[config.mk]
export PLATFORM = sky130hd
export DESIGN_NAME = l1_cache_control
export DESIGN_NICKNAME = d
export VERILOG_FILES = /design/src/rtl/lc3b_types.sv /design/src/rtl/l1_cache_control_sat_counter.sv /design/src/rtl/l1_cache_control.sv
export SDC_FILE = /design/constraint.sdc
export NUM_CORES = 1
export LEC_CHECK = 0
export CAP_MARGIN = 5
export CORE_MARGIN = 8
export CORE_UTILIZATION = 35
export CTS_BUF_LIST = sky130_fd_sc_hd__clkbuf_8 sky130_fd_sc_hd__clkbuf_16
export CTS_CLUSTER_DIAMETER = 30
export DETAILED_ROUTE_END_ITERATION = 6
export SLEW_MARGIN = 20
export SYNTH_ARGS = -nofsm -noshare
export SYNTH_HDL_FRONTEND = slang
export SYNTH_SLANG_ARGS = --single-unit
[constraint.sdc]
create_clock -name clk -period 1.99 [get_ports clk]
set_input_delay 0.2985 -clock clk [delete_from_list [all_inputs] [get_ports clk]]
set_output_delay 0.2985 -clock clk [all_outputs]
set_load 0.1 [all_outputs]
[src/rtl/lc3b_types.sv]
// Shared types and encodings for the L1 cache controller.
package lc3b_types;

    // Set index for the 8-set L1 cache.
    typedef logic [2:0] l1_c_index;

    // L1 control FSM states.
    typedef enum logic [1:0] {
        S_CHECK     = 2'd0,
        S_WRITEBACK = 2'd1,
        S_ALLOCATE  = 2'd2
    } l1_c_state_t;

    // datain_sel encodings: source of data written into a way's data array.
    localparam logic DATAIN_CPU  = 1'b0;
    localparam logic DATAIN_PMEM = 1'b1;

    // pmem_addr_sel encodings: source of the physical-memory address.
    localparam logic PMEM_ADDR_CPU    = 1'b0;
    localparam logic PMEM_ADDR_VICTIM = 1'b1;

endpackage

[src/rtl/l1_cache_control_sat_counter.sv]
// Saturating up-counter with synchronous active-high reset.
module sat_counter #(
    parameter int unsigned WIDTH = 16
) (
    input  logic             clk,
    input  logic             rst,
    input  logic             inc,
    output logic [WIDTH-1:0] count
);

    // Count up on inc, holding at all-ones instead of wrapping.
    always_ff @(posedge clk) begin
        if (rst) begin
            count <= '0;
        end else if (inc && (count != '1)) begin
            count <= count + 1'b1;
        end
    end

endmodule

[src/rtl/l1_cache_control.sv]
// Control FSM for a 2-way, 8-set, write-back/write-allocate L1 cache.
module l1_cache_control
    import lc3b_types::*;
#(
    parameter int unsigned CNT_WIDTH = 16
) (
    input  logic                 clk,
    input  logic                 rst,
    // CPU side
    input  logic                 mem_read,
    input  logic                 mem_write,
    output logic                 mem_resp,
    // Datapath status
    input  logic                 hit0,
    input  logic                 hit1,
    input  logic                 lru,
    input  logic                 valid0,
    input  logic                 valid1,
    input  logic                 dirty0,
    input  logic                 dirty1,
    // Datapath control
    output logic                 load_data0,
    output logic                 load_data1,
    output logic                 load_tag0,
    output logic                 load_tag1,
    output logic                 load_valid0,
    output logic                 load_valid1,
    output logic                 load_dirty0,
    output logic                 load_dirty1,
    output logic                 dirty_in,
    output logic                 load_lru,
    output logic                 lru_in,
    output logic                 datain_sel,
    output logic                 pmem_addr_sel,
    output logic                 way_sel,
    // Physical memory side
    output logic                 pmem_read,
    output logic                 pmem_write,
    input  logic                 pmem_resp,
    // Performance counters
    output logic [CNT_WIDTH-1:0] hit_count,
    output logic [CNT_WIDTH-1:0] miss_count
);

    l1_c_state_t state_q, state_d;
    logic        victim_q, victim_d;
    logic        miss_pending_q, miss_pending_d;
    logic        hit_inc, miss_inc;

    logic req, is_write, hit, hit_way, victim_dirty;

    assign req      = mem_read | mem_write;
    // A simultaneous read and write is handled as a write.
    assign is_write = mem_write;
    assign hit      = hit0 | hit1;
    // Way0 wins if both ways ever report a hit.
    assign hit_way  = ~hit0 & hit1;
    assign victim_dirty = lru ? (valid1 & dirty1) : (valid0 & dirty0);

    // Next-state and control-output decode.
    always_comb begin
        state_d        = state_q;
        victim_d       = victim_q;
        miss_pending_d = miss_pending_q;
        hit_inc        = 1'b0;
        miss_inc       = 1'b0;
        mem_resp       = 1'b0;
        load_data0     = 1'b0;
        load_data1     = 1'b0;
        load_tag0      = 1'b0;
        load_tag1      = 1'b0;
        load_valid0    = 1'b0;
        load_valid1    = 1'b0;
        load_dirty0    = 1'b0;
        load_dirty1    = 1'b0;
        dirty_in       = 1'b0;
        load_lru       = 1'b0;
        lru_in         = 1'b0;
        datain_sel     = DATAIN_CPU;
        pmem_addr_sel  = PMEM_ADDR_CPU;
        way_sel        = 1'b0;
        pmem_read      = 1'b0;
        pmem_write     = 1'b0;

        unique case (state_q)
            S_CHECK: begin
                if (req) begin
                    if (hit) begin
                        mem_resp = 1'b1;
                        load_lru = 1'b1;
                        lru_in   = ~hit_way;
                        if (is_write) begin
                            datain_sel = DATAIN_CPU;
                            dirty_in   = 1'b1;
                            if (hit_way) begin
                                load_data1  = 1'b1;
                                load_dirty1 = 1'b1;
                            end else begin
                                load_data0  = 1'b1;
                                load_dirty0 = 1'b1;
                            end
                        end
                        // The retry hit after a refill is not a first-try hit.
                        hit_inc        = ~miss_pending_q;
                        miss_pending_d = 1'b0;
                    end else begin
                        victim_d       = lru;
                        miss_pending_d = 1'b1;
                        miss_inc       = ~miss_pending_q;
                        state_d        = victim_dirty ? S_WRITEBACK : S_ALLOCATE;
                    end
                end
            end
            S_WRITEBACK: begin
                pmem_write    = 1'b1;
                pmem_addr_sel = PMEM_ADDR_VICTIM;
                way_sel       = victim_q;
                if (pmem_resp) begin
                    state_d = S_ALLOCATE;
                end
            end
            S_ALLOCATE: begin
                pmem_read     = 1'b1;
                pmem_addr_sel = PMEM_ADDR_CPU;
                if (pmem_resp) begin
                    datain_sel = DATAIN_PMEM;
                    dirty_in   = 1'b0;
                    if (victim_q) begin
                        load_data1  = 1'b1;
                        load_tag1   = 1'b1;
                        load_valid1 = 1'b1;
                        load_dirty1 = 1'b1;
                    end else begin
                        load_data0  = 1'b1;
                        load_tag0   = 1'b1;
                        load_valid0 = 1'b1;
                        load_dirty0 = 1'b1;
                    end
                    state_d = S_CHECK;
                end
            end
            default: begin
                state_d = S_CHECK;
            end
        endcase
    end

    // State, victim and miss-pending registers with synchronous reset.
    always_ff @(posedge clk) begin
        if (rst) begin
            state_q        <= S_CHECK;
            victim_q       <= 1'b0;
            miss_pending_q <= 1'b0;
        end else begin
            state_q        <= state_d;
            victim_q       <= victim_d;
            miss_pending_q <= miss_pending_d;
        end
    end

    sat_counter #(
        .WIDTH (CNT_WIDTH)
    ) u_hit_counter (
        .clk   (clk),
        .rst   (rst),
        .inc   (hit_inc),
        .count (hit_count)
    );

    sat_counter #(
        .WIDTH (CNT_WIDTH)
    ) u_miss_counter (
        .clk   (clk),
        .rst   (rst),
        .inc   (miss_inc),
        .count (miss_count)
    );

    // Both ways matching the same tag means the arrays are corrupt.
    assert property (@(posedge clk) disable iff (rst) !(hit0 && hit1))
        else $error("hit0 and hit1 asserted together");

endmodule

Word-level counts from Yosys, hierarchy flattened
Index checks and enable logic that the tools add are counted.
{ "classes": {"addsub": 2, "n_eq_ne": 8, "muxes": 45, "n_bitwise": 9, "reduce_logical": 6} }
{ "ops": {"columns": ["cell", "count"], "rows": [
  ["$mux 1", 37],
  ["$add 16x1->16 const B", 2],
  ["$ne 16x16->1 const B", 2],
  ["$mux 2", 5],
  ["$ne 2x2->1 const B", 4],
  ["$pmux 2 s3", 1],
  ["$not 1->1", 4],
  ["$pmux 1 s2", 2],
  ["$reduce_and 4->1", 1],
  ["$and 1x1->1", 3],
  ["$reduce_and 3->1", 1],
  ["$eq 2x1->1 const B", 1],
  ["$eq 2x2->1 const B", 1],
  ["$logic_and 1x1->1", 2],
  ["$logic_not 2->1", 1],
  ["$or 1x1->1", 2],
  ["$reduce_and 2->1", 1]
]} }
{ "totals": {"register_bits": 36, "out_inout_bits": 49, "elab_cells": 75} }

Logic depth before layout (Yosys ltp)
{ "depth": {"depth_word": 7, "depth_mapped": 7, "mapped_depth_nobuf": 6} }

Cells and area by module
Synthesis repeated with hierarchy kept, for this count alone.
{ "unflattened": {"hier_cells": 245, "area_unflattened_um2": 2063.2} }
{ "modules_own_cells": {"columns": ["module", "n_inst", "cells_each", "area_each_um2", "seq_area_each_um2"], "rows": [
  ["sat_counter", 2, 99, 848.3, 320.3],
  ["l1_cache_control", 1, 47, 366.6, 80.1]
]} }

Worst setup path after synthesis
Ideal clock, no wire load.
{ "synth_timing": {"path_type": "register to output", "from": "reg state_q[1]", "to": "out load_dirty1", "arrival_ns": 5.468, "t_required_ns": 1.691, "setup_slack_ns": -3.776, "path_stages_with_launch": 7, "cell_sequence": "dfxtp_1 inv_1 nor3_1 and2_1 a41oi_1 nor2_1 buf_4"} }
{ "synth_via": {"elab_chain_len": 2, "elab_cells_between_ends": 3, "classes_between": "eq/ne: 1; mux: 1; reduce/logical: 1"} }
{ "synth_lines": {"columns": ["element", "line_no", "rtl"], "rows": [
  ["from (decl)", "l1_cache_control.sv:45", "l1_c_state_t state_q, state_d;"],
  ["from (signal assigned)", "l1_cache_control.sv:155", "state_q <= state_d;"],
  ["$eq 2x2->1 or $logic_not 2->1 (tied branches)", null, null],
  ["$pmux 1 s2 *", null, null],
  ["to (decl)", "l1_cache_control.sv:29", "output logic load_dirty1,"]
]} }
Mark *: on every way between the ends. The rest lies on a longest branch, timed or not.

Final worst setup path
{ "layout_timing": {"from": "in mem_write", "to": "out load_lru"} }
{ "layout_via": {"elab_chain_len": 3} }
{ "layout_lines": {"columns": ["element", "line_no", "rtl"], "rows": [
  ["from (decl)", "l1_cache_control.sv:11", "input logic mem_write,"],
  ["$or 1x1->1", "l1_cache_control.sv:52", "assign req = mem_read | mem_write;"],
  ["$mux 1", "l1_cache_control.sv:87", "if (req) begin"],
  ["$mux 1", "l1_cache_control.sv:85", "unique case (state_q)"],
  ["to (decl)", "l1_cache_control.sv:31", "output logic load_lru,"]
]} }
No other way between the ends.

==> impl_metrics.ini <==
[status]
status = complete, no violations

[critical_path]
crit_type = input port to primary output
worstPathRequired_ns = 1.69
crit_family = simple AND/OR/NAND/NOR gates
critPathCaptureType = primary output
critPathMaxFanout = 5
regToRegEndpoint = u_miss_counter.count[14]
cpPeakStageDelay_ns = 0.44
reg2reg_from = u_miss_counter.count[0]
r2r_slack_ns = 0.13
critPathLaunchType = input port
worstPathArrival_ns = 1.57
slowest_stage = clkdlybuf4s50_1
path_cells = clkdlybuf4s50_1 > or2_2 > nand2_1 > nor2_4 > buf_12
path_buf_inv = 2
worst_r2r_path_depth = 7

[synth]
muxShareOfSynthArea_pct = 1.56
synth_top_family_by_area = simple AND/OR/NAND/NOR gates
synth_area_mm2 = 0.00192
synthFlopType = dfxtp_1
synth_fa_ha_area_share_pct = 1.30
ys_ff_latch = 36
yosys_warnings = 0
synth_xor_area_share_pct = 10.9
ys_seq_area_share_pct = 37.5
synthesis.nets = 247
ys_types = 40
syn_avg_cell_area_um2 = 8.24
synth-edff-count = 0
yosys.area_share.simple_pct = 37.7
synth_compound_area_share_pct = 5.67
async_flop_share_pct = 0
netlist_instances = 233

[clocking]
clk_path_buf_depth = 2
cts_sinks = 36
cts-buffers-inserted = 5
clock_insertion_delay_worst_skew_ns = 0.29
cts_tree = done
clk_pin_slew_ns = 0.07
ctsHtreeMaxLevel = 2
root_buffer = clkbuf_8
postCtsHoldBufs = 0

[pwr]
irDropWorstVdd_mv = 0.282
leakagePower_nw = 1.14
finalPower_mw = 1.72
powerDensity_mw_per_mm2 = 557

[final_layout]
layout_common_cells = 59 x buf_4, 39 x nor2_1, 19 x xnor2_1, 17 x buf_12, 17 x dfxtp_2
fin_area_mm2 = 0.00310
drive_above_1_share_pct = 45.2
nets = 327
area_delta_synth_final_pct = 61.2
final_common_cell = buf_4
n_fill_cell = 502
fin_cells = 386
diodes = 0
finish.utilization_pct = 57.3

[drt]
route.detailed.drc = 0
via_count = 1934
drt_iter0_markers = 44
post_drt_wl_per_cell_um = 13.4
via_per_inst = 5.01
routed_wl_um = 5190
ant_nets = 0
detailedRoute.firstPassIterationCount = 4

[sta]
finClkSkew_ns = 0.00900
max_slew_margin_pct = 72.4
period_minus_slack_ns = 1.87
tns_ns = 0
drv_slew = 0
fin_crit_sh_pct = 94.1
hold_viol = 0
rsz0062_at_grt = true
timing.fmax_mhz = 534
holdWs_ns = 0.423
setup_violations = 0
finalWorstSetupSlack_ns = 0.117
tightest_slew_ns = 0.411

[grt]
grt_antenna_before_repair = 0
grt_first_pass_wirelength_um = 9120
grt_pass1_vias = 1891
grt_overflow = 0
grt_max_degree = 37
grt_use_total_pct = 13.2

[min_path]
holdPathEnd = state_q[1]
hp-start = pmem_resp
min_path_type = input port to flop
hold_depth = 5

[placed_design]
port_buffers = 60
hpwl_um = 4010
dp.cells = 378
pre_cts_slack_ns = -0.133
globalplace.congestion = 0.797
dpl_cell_area_mm2 = 0.00298

[die]
die_h_um = 90.1
io-pin-count = 61
floorplan.initialDensity_pct = 35.5
num_rows = 27
fp.dieW_um = 90.1
coreArea_mm2 = 0.00541
die_area_mm2 = 0.00811

[job]
maxCapViolations = 0
==> power by group <==
group / internal [mW] / switching, mW
sequential: 0.718 / 0.0168
combinational: 0.155 / 0.297
clock: 0.276 / 0.261
==> synth_stat cells, types with 5 or more instances <==
library cell	number	area (um2)
nor2_1	42	158
nand4_1	11	68.8
a21oi_1	7	35.0
nand3_1	15	75.1
nor4_1	8	50.1
xor2_1	5	43.8
nor3_1	12	60.1
dfxtp_1	36	721
buf_4	6	45.0
nand2_1	16	60.1
clkbuf_1	5	18.8
xnor2_1	19	166
==> worst max path at each step <==
stage | depth (start not counted) | to | startpoint | slack (ns)
floorplan | 6 | load_dirty1 | state_q[1] | -0.95
global placement | 6 | u_miss_counter.count[13] | hit0 | -0.11
detailed placement | 6 | u_hit_counter.count[12] | hit1 | -0.13
CTS | 5 | load_dirty0 | pmem_resp | 0.01
global route | 7 | u_miss_counter.count[7] | u_miss_counter.count[0] | -0.008
finish | 5 | load_lru | mem_write | 0.12
==> metal layers <==
layer | vias to the layer above | GRT usage, % | wire (um)
li1 | 985 | - | -
met1 | 901 | 16.3 | 2470
met5 | - | 0 | 0
met3 | 6 | 4.57 | 288
met2 | 42 | 21.2 | 2380
met4 | 0 | 3.33 | 47
==> area by class of cell <==
class,count,area (um2),share of cell area [%]
sequential,36,802,25.9
inverter,3,16.3,0.525
clock inverter,2,10.0,0.323
clock buffer,6,82.6,2.67
tap,72,90.1,2.91
timing repair buffer,87,896,28.9
multi-input combinational,180,1200,38.7
==> state kept, by name, summed over array words and instances (netlist names) <==
| name | flops |
|---|---|
| u_miss_counter.count | 16 |
| state_q | 2 |
| miss_pending_q | 1 |
| victim_q | 1 |
| u_hit_counter.count | 16 |
==> kinds of logic (layout without fill, tap and decap cells) <==
family                   count (synthesis)  in the layout
adder cells (fa/ha/maj)                  2              2
buffers and inverters                   17             98
multiplexers                             3              3
AO/OA/AOI/OAI                           18             18
flip-flops                              36             36
AND/OR/NAND/NOR                        133            133
XOR/XNOR                                24             24
==> timing repair <==
action                                 CTS  global route
setup buffers                            0             0
endpoints found under the hold margin    0             0
pin swaps                                0             1
resized for setup                        1             5
setup endpoints to repair                2            18
==> tightest hold or removal path, delay by kind of cell <==
family                 cells  cell delay, ns
AOI/OAI and AO/OA          2            0.12
and+or+nand+nor            2            0.13
buffers and inverters      1            0.12
(Power assumes the default switching activity.)
